### src/rtl/bram_port_arbiter_if.sv
// Bundle of requester-side and BRAM-side signals for bram_port_arbiter.
// Handshake (both sides use the same level/pulse scheme):
//   requester: port_req[p] is a level held, together with port_write/addr/wdata[p],
//              until the cycle in which port_valid[p] or port_err[p] pulses; dropping it in
//              that cycle ends the exchange, keeping it high starts a new transaction.
//   BRAM:      mem_req is a level held with mem_write/addr/wdata stable until the cycle in
//              which mem_valid is seen; mem_rdata is taken in that same cycle.
// The slave modport is the arbiter's view; master is the surrounding environment.
interface bram_port_arbiter_if #(
  parameter int NUM_PORTS  = 2,
  parameter int DATA_WIDTH = 128,
  parameter int ADDR_BITS  = 15
);
  localparam int GW = (NUM_PORTS > 1) ? $clog2(NUM_PORTS) : 1;

  logic [NUM_PORTS-1:0]            port_req;
  logic [NUM_PORTS-1:0]            port_write;
  logic [NUM_PORTS*ADDR_BITS-1:0]  port_addr;
  logic [NUM_PORTS*DATA_WIDTH-1:0] port_wdata;
  logic [DATA_WIDTH-1:0]           port_rdata;
  logic [NUM_PORTS-1:0]            port_valid;
  logic [NUM_PORTS-1:0]            port_err;
  logic                            mem_req;
  logic                            mem_write;
  logic [ADDR_BITS-1:0]            mem_addr;
  logic [DATA_WIDTH-1:0]           mem_wdata;
  logic [DATA_WIDTH-1:0]           mem_rdata;
  logic                            mem_valid;
  logic [GW-1:0]                   grant_id;
  logic                            busy;

  modport slave (
    input  port_req, port_write, port_addr, port_wdata, mem_rdata, mem_valid,
    output port_rdata, port_valid, port_err, mem_req, mem_write, mem_addr, mem_wdata,
           grant_id, busy
  );

  modport master (
    output port_req, port_write, port_addr, port_wdata, mem_rdata, mem_valid,
    input  port_rdata, port_valid, port_err, mem_req, mem_write, mem_addr, mem_wdata,
           grant_id, busy
  );
endinterface

### src/rtl/bram_port_arbiter.sv
// N-port arbiter sharing one single-port BRAM. One transaction owns the BRAM at a time:
// IDLE picks a winner and latches its command, ISSUE/WAIT hold mem_req until the BRAM
// completes or the watchdog expires, RESP pulses port_valid or port_err to the owner.
module bram_port_arbiter #(
  parameter int NUM_PORTS      = 2,
  parameter int DATA_WIDTH     = 128,
  parameter int ADDR_BITS      = 15,
  parameter int ROUND_ROBIN    = 1,
  parameter int TIMEOUT_CYCLES = 256
) (
  input  logic                HCLK,
  input  logic                HRESETn,
  bram_port_arbiter_if.slave  bus,
  output logic [1:0]          dbg_state
);
  localparam int GW  = (NUM_PORTS > 1) ? $clog2(NUM_PORTS) : 1;
  localparam int WDW = (TIMEOUT_CYCLES > 0) ? $clog2(TIMEOUT_CYCLES + 1) : 1;
  localparam logic [WDW-1:0] WD_LAST = WDW'((TIMEOUT_CYCLES > 0) ? TIMEOUT_CYCLES - 1 : 0);
  localparam logic [GW-1:0]  PTR_RST = GW'(NUM_PORTS - 1);

  typedef enum logic [1:0] {S_IDLE, S_ISSUE, S_WAIT, S_RESP} state_t;

  state_t                 state;
  logic                   mem_req_q;
  logic                   mem_write_q;
  logic [ADDR_BITS-1:0]   mem_addr_q;
  logic [DATA_WIDTH-1:0]  mem_wdata_q;
  logic [DATA_WIDTH-1:0]  port_rdata_q;
  logic [NUM_PORTS-1:0]   port_valid_q;
  logic [NUM_PORTS-1:0]   port_err_q;
  logic [GW-1:0]          grant_q;
  logic [GW-1:0]          rr_ptr;
  logic [WDW-1:0]         wdog;

  logic [ADDR_BITS-1:0]   addr_arr  [NUM_PORTS];
  logic [DATA_WIDTH-1:0]  wdata_arr [NUM_PORTS];
  logic [GW-1:0]          winner;
  logic [GW-1:0]          cand;
  logic                   found;
  logic [NUM_PORTS-1:0]   grant_onehot;

  // Split the flattened per-port buses so the winner can be selected by index.
  for (genvar p = 0; p < NUM_PORTS; p++) begin : g_unpack
    assign addr_arr[p]  = bus.port_addr[p*ADDR_BITS +: ADDR_BITS];
    assign wdata_arr[p] = bus.port_wdata[p*DATA_WIDTH +: DATA_WIDTH];
  end

  assign grant_onehot = NUM_PORTS'(1) << grant_q;

  // Winner selection: round-robin scans upward from the port after the last owner,
  // fixed priority takes the lowest requesting index.
  always_comb begin
    winner = '0;
    cand   = '0;
    found  = 1'b0;
    if (ROUND_ROBIN != 0) begin
      for (int k = 1; k <= NUM_PORTS; k++) begin
        cand = GW'((int'(rr_ptr) + k) % NUM_PORTS);
        if (!found && bus.port_req[cand]) begin
          winner = cand;
          found  = 1'b1;
        end
      end
    end else begin
      for (int i = NUM_PORTS - 1; i >= 0; i--) begin
        if (bus.port_req[GW'(i)]) begin
          winner = GW'(i);
        end
      end
    end
  end

  // Ownership FSM; every output is registered, so reset clears them asynchronously.
  always_ff @(posedge HCLK or negedge HRESETn) begin
    if (!HRESETn) begin
      state        <= S_IDLE;
      mem_req_q    <= 1'b0;
      mem_write_q  <= 1'b0;
      mem_addr_q   <= '0;
      mem_wdata_q  <= '0;
      port_rdata_q <= '0;
      port_valid_q <= '0;
      port_err_q   <= '0;
      grant_q      <= '0;
      rr_ptr       <= PTR_RST;
      wdog         <= '0;
    end else begin
      case (state)
        S_IDLE: begin
          if (|bus.port_req) begin
            mem_write_q <= bus.port_write[winner];
            mem_addr_q  <= addr_arr[winner];
            mem_wdata_q <= wdata_arr[winner];
            grant_q     <= winner;
            rr_ptr      <= winner;
            mem_req_q   <= 1'b1;
            state       <= S_ISSUE;
          end
        end
        S_ISSUE: begin
          wdog  <= '0;
          state <= S_WAIT;
        end
        S_WAIT: begin
          // A completion in the expiry cycle still counts as a completion.
          if (bus.mem_valid) begin
            if (!mem_write_q) begin
              port_rdata_q <= bus.mem_rdata;
            end
            mem_req_q    <= 1'b0;
            port_valid_q <= grant_onehot;
            state        <= S_RESP;
          end else if ((TIMEOUT_CYCLES > 0) && (wdog == WD_LAST)) begin
            mem_req_q  <= 1'b0;
            port_err_q <= grant_onehot;
            state      <= S_RESP;
          end else if (wdog != '1) begin
            wdog <= wdog + 1'b1;
          end
        end
        S_RESP: begin
          port_valid_q <= '0;
          port_err_q   <= '0;
          state        <= S_IDLE;
        end
        default: state <= S_IDLE;
      endcase
    end
  end

  assign bus.mem_req    = mem_req_q;
  assign bus.mem_write  = mem_write_q;
  assign bus.mem_addr   = mem_addr_q;
  assign bus.mem_wdata  = mem_wdata_q;
  assign bus.port_rdata = port_rdata_q;
  assign bus.port_valid = port_valid_q;
  assign bus.port_err   = port_err_q;
  assign bus.grant_id   = grant_q;
  assign bus.busy       = (state != S_IDLE);
  assign dbg_state      = state;
endmodule
### src/flat_wrapper.sv
// flat-port wrapper written by rule: the top's interface ports become plain ports
module bram_port_arbiter_flat 
#(
  parameter int NUM_PORTS      = 2,
  parameter int DATA_WIDTH     = 128,
  parameter int ADDR_BITS      = 15,
  parameter int ROUND_ROBIN    = 1,
  parameter int TIMEOUT_CYCLES = 256
)
  (HCLK, HRESETn, dbg_state, bus_port_req, bus_port_write, bus_port_addr, bus_port_wdata, bus_mem_rdata, bus_mem_valid, bus_port_rdata, bus_port_valid, bus_port_err, bus_mem_req, bus_mem_write, bus_mem_addr, bus_mem_wdata, bus_grant_id, bus_busy);
  bram_port_arbiter_if #(.NUM_PORTS(NUM_PORTS), .DATA_WIDTH(DATA_WIDTH), .ADDR_BITS(ADDR_BITS)) bus_i ();
  input  logic HCLK;
  input  logic HRESETn;
  output logic [1:0] dbg_state;
  input wire logic [$bits(bus_i.port_req)-1:0] bus_port_req;
  input wire logic [$bits(bus_i.port_write)-1:0] bus_port_write;
  input wire logic [$bits(bus_i.port_addr)-1:0] bus_port_addr;
  input wire logic [$bits(bus_i.port_wdata)-1:0] bus_port_wdata;
  input wire logic [$bits(bus_i.mem_rdata)-1:0] bus_mem_rdata;
  input wire logic [$bits(bus_i.mem_valid)-1:0] bus_mem_valid;
  output wire logic [$bits(bus_i.port_rdata)-1:0] bus_port_rdata;
  output wire logic [$bits(bus_i.port_valid)-1:0] bus_port_valid;
  output wire logic [$bits(bus_i.port_err)-1:0] bus_port_err;
  output wire logic [$bits(bus_i.mem_req)-1:0] bus_mem_req;
  output wire logic [$bits(bus_i.mem_write)-1:0] bus_mem_write;
  output wire logic [$bits(bus_i.mem_addr)-1:0] bus_mem_addr;
  output wire logic [$bits(bus_i.mem_wdata)-1:0] bus_mem_wdata;
  output wire logic [$bits(bus_i.grant_id)-1:0] bus_grant_id;
  output wire logic [$bits(bus_i.busy)-1:0] bus_busy;
  assign bus_i.port_req = bus_port_req;
  assign bus_i.port_write = bus_port_write;
  assign bus_i.port_addr = bus_port_addr;
  assign bus_i.port_wdata = bus_port_wdata;
  assign bus_i.mem_rdata = bus_mem_rdata;
  assign bus_i.mem_valid = bus_mem_valid;
  assign bus_port_rdata = bus_i.port_rdata;
  assign bus_port_valid = bus_i.port_valid;
  assign bus_port_err = bus_i.port_err;
  assign bus_mem_req = bus_i.mem_req;
  assign bus_mem_write = bus_i.mem_write;
  assign bus_mem_addr = bus_i.mem_addr;
  assign bus_mem_wdata = bus_i.mem_wdata;
  assign bus_grant_id = bus_i.grant_id;
  assign bus_busy = bus_i.busy;
  bram_port_arbiter #(.NUM_PORTS(NUM_PORTS), .DATA_WIDTH(DATA_WIDTH), .ADDR_BITS(ADDR_BITS), .ROUND_ROBIN(ROUND_ROBIN), .TIMEOUT_CYCLES(TIMEOUT_CYCLES)) u_core (.HCLK(HCLK), .HRESETn(HRESETn), .bus(bus_i), .dbg_state(dbg_state));
endmodule
### config.mk
export PLATFORM = sky130hd
export DESIGN_NAME = bram_port_arbiter_flat
export DESIGN_NICKNAME = d
export VERILOG_FILES = /design/src/rtl/bram_port_arbiter_if.sv /design/src/rtl/bram_port_arbiter.sv /design/src/flat_wrapper.sv
export SDC_FILE = /design/constraint.sdc
export NUM_CORES = 1
export LEC_CHECK = 0
export ABC_AREA = 0
export CAP_MARGIN = 0
export CELL_PAD_IN_SITES_DETAIL_PLACEMENT = 0
export CELL_PAD_IN_SITES_GLOBAL_PLACEMENT = 2
export CORE_AREA = 2 2 271 273
export DETAILED_ROUTE_END_ITERATION = 16
export DIE_AREA = 0 0 273 275
export GPL_TIMING_DRIVEN = 0
export HOLD_SLACK_MARGIN = 0.1
export PLACE_DENSITY_LB_ADDON = 0.08
export SETUP_SLACK_MARGIN = 0.02
export SKIP_CTS_REPAIR_TIMING = 1
export SLEW_MARGIN = 20
export SYNTH_ARGS = -nofsm -noshare
export SYNTH_HDL_FRONTEND = slang
export SYNTH_SLANG_ARGS = --single-unit
### constraint.sdc
create_clock -name HCLK -period 2.8 [get_ports HCLK]
set_input_delay 0.7 -clock HCLK [delete_from_list [all_inputs] [get_ports HCLK]]
set_output_delay 0.7 -clock HCLK [all_outputs]
set_load 0.01 [all_outputs]
==> qor.yml <==
yosys:
  syn_inst: 995
  synth_top_area_share_pct: 59.1
  async_reset_ff_share_pct: 100
  syn-cell-area_mm2: 0.0122
  synth_edf_count: 0
  ys_top_cells_by_count: "dfrtp_1 (289), nand2_1 (150), mux2i_1 (144)"
  synth_area_per_cell_um2: 12.3
  synth_most_common_cell: "dfrtp_1"
  synth_cell_type_count: 34
  syn_nets: 1425
  synth_top_cells_by_area: "dfrtp_1 (59%), mux2_2 (12%), mux2i_1 (12%)"
  ys_warn_count: 0
  ys_seq_area_share_pct: 59.3
  ys.flop_type: "dfrtp_1"
  synth_area_leader_cell: "dfrtp_1"
  synth_seq_cells: 290
place:
  dp_slack_ns: -1.00
  dp_cells: 2657
  gp_congestion: 0.751
  port_buffers: 700
  dp_hpwl_mm: 47.6
critical_path:
  reg2reg_from: "u_core.wdog[0]"
  start_kind: "flop"
  worstReg2RegEnd: "u_core.wdog[7]"
  path_cells: "inv_1 -> ha_2 -> inv_1 -> clkdlybuf4s50_1"
  cp.arrival_ns: 1.89
  cpMaxStageDelayCell: "clkdlybuf4s50_1"
  cp_data_required_time_ns: 2.10
  r2r_slack_ns: 0.23
  reg2regPathDepth: 8
  critPathCaptureType: "output pin"
  critical_path.max_fanout: 6
  cpMostUsedCell: "inv_1"
  crit_start: "u_core.dbg_state[0]"
  crit_path_max_incr_delay_ns: 0.50
  critPathKind: "reg2out"
timing:
  relSlewSlack_pct: 47.1
  fin_crit_sh_pct: 92.6
  finClkSkew_ns: 0.00828
  worst_slew_pin_slew_ns: 0.794
  hold_viol_final: 0
  finalSetupTns_ns: 0
  drv_slew: 0
  setup_slack_ns: 0.208
  rsz0062_at_grt: "no"
  clock.fmax_mhz: 386
  finalCriticalPeriod_ns: 2.59
  fin_hold_ws_ns: 0.473
  setup_violations: 0
floorplan:
  initial_core_util_pct: 16.9
  io_pins: 702
  die_h_um: 275
  die_width_um: 273
  rows: 99
  core-area_mm2: 0.0723
  dieArea_mm2: 0.0751
global_route:
  antenna_found_initial: 12
  grt_max_degree: 85
  gr-total-overflow: 0
  grtUsageTotal_pct: 15.1
  grt_pass1_vias: 11300
  grt_pass1_wl_mm: 81.7
flow_run:
  cap_viol_max_count: 0
drt:
  via_per_inst: 3.87
  via_count: 10600
  wl_per_cell_um: 21.7
  drc: 0
  drt_iter0_drc: 272
  drt-pass1-iter-count: 4
  routed_wl_mm: 59.1
  postRouteAntennaNets: 0
clock_tree:
  cts_tree: "yes"
  cts.clk_slew.worst_paths_ns: 0.06
  cts_buffers: 40
  cts_buffer_depth: 3
  h-tree-depth: 2
  root_buffer: "clkbuf_16"
  cts.sinks: 290
  clk_latency_ns: 0.55
power_and_ir_drop:
  total_power_w: 0.0229
  p_leak_nw: 9.10
  power.density_mw_per_mm2: 1050
  ir_drop_uv: 488
worst_hold_path:
  hold_depth: 2
  hold_path_end: "u_core.bus.mem_wdata[28]"
  hold_class: "reg2reg"
  worstHoldStart: "u_core.bus.mem_wdata[28]"
cells_and_area:
  drive_above_1_share_pct: 12.9
  area_growth_pct: 78.8
  final_net_count: 2171
  layoutNonFillerInstCount: 2730
status:
  outcome: "finished clean"
[power breakdown]
part | internal, W | total, W | switching [W]
logic | 0.00564 | 0.0105 | 0.00486
clock network | 0.00313 | 0.00515 | 0.00202
registers | 0.00625 | 0.00730 | 0.00105
[kinds of logic after synthesis]
logic type      share of synthesized area (%)
compound gates                           7.27
buf+inv                                  2.38
simple gates                             6.10
fa+ha+maj                               0.920
flops                                    59.3
mux                                      24.0
[metal layers]
layer	vias up	track usage [%]	share of wire, %
li1	4964	-	-
met1	5110	16.2	37
met2	398	27.3	52
met3	75	6.84	9.9
met4	22	3.01	1.4
met5	-	0	0.23
[worst max-delay path, delay by kind of cell (launching register included)]
kind / cells / cell delay, ns
flip-flops: 1 / 0.44
adder cells (fa/ha/maj): 1 / 0.24
buffers and inverters: 3 / 0.66
[layout by cell type (no fill, tap or decap), drive strengths merged, types with 3 or more instances in the layout]
master and instances:
mux2i 144, clkdlybuf4s50 699, clkbuf 106, clkinv 5, mux2 133, dfrtp 289, inv 7, o31ai 3
nor2b 3, or4 3, nand2 150, buf 23, nand3 7, a21oi 6, a22o 5, nor2 4
o21ai 149, nand3b 3, ha 9
[layout make-up]
cell class,instances,area (um^2)
Fill cell,7477,50500
Sequential cell,290,7260
Timing Repair Buffer,704,7100
Multi-Input combinational cell,634,4690
Tap cell,959,1200
Clock buffer,59,1190
Buffer,66,290
Clock inverter,11,118
Inverter,5,18.8
Antenna cell,2,5.00
[worst max-delay path by stage]
stage | depth (start not counted) | end | slack [ns]
finish | 4 | bus_busy | 0.21
global route | 8 | u_core.wdog[5] | 0.03
CTS | 8 | u_core.bus.mem_wdata[124] | -0.62
detailed placement | 7 | u_core.bus.mem_wdata[124] | -1.00
global placement | 1 | u_core.bus.port_rdata[62] | -13.63
floorplan | 8 | u_core.wdog[5] | 0.43
[stage by stage]
step / instance area (um^2) / util [%]
floorplan: 12200 / -
global placement: 20400 / 28.3
detailed placement: 20500 / 28.4
CTS: 21800 / 30.2
global route: 21900 / 30.2
finish: 21900 / 30.2
[state kept, by name, summed over array words and instances, names as in the netlist, 2 cells and up]
name / count
u_core.bus.port_valid: 2
u_core.bus.mem_addr: 15
u_core.wdog: 9
u_core.dbg_state: 2
u_core.bus.port_rdata: 128
u_core.bus.mem_wdata: 128
u_core.bus.port_err: 2
(Power assumes the default switching activity.)
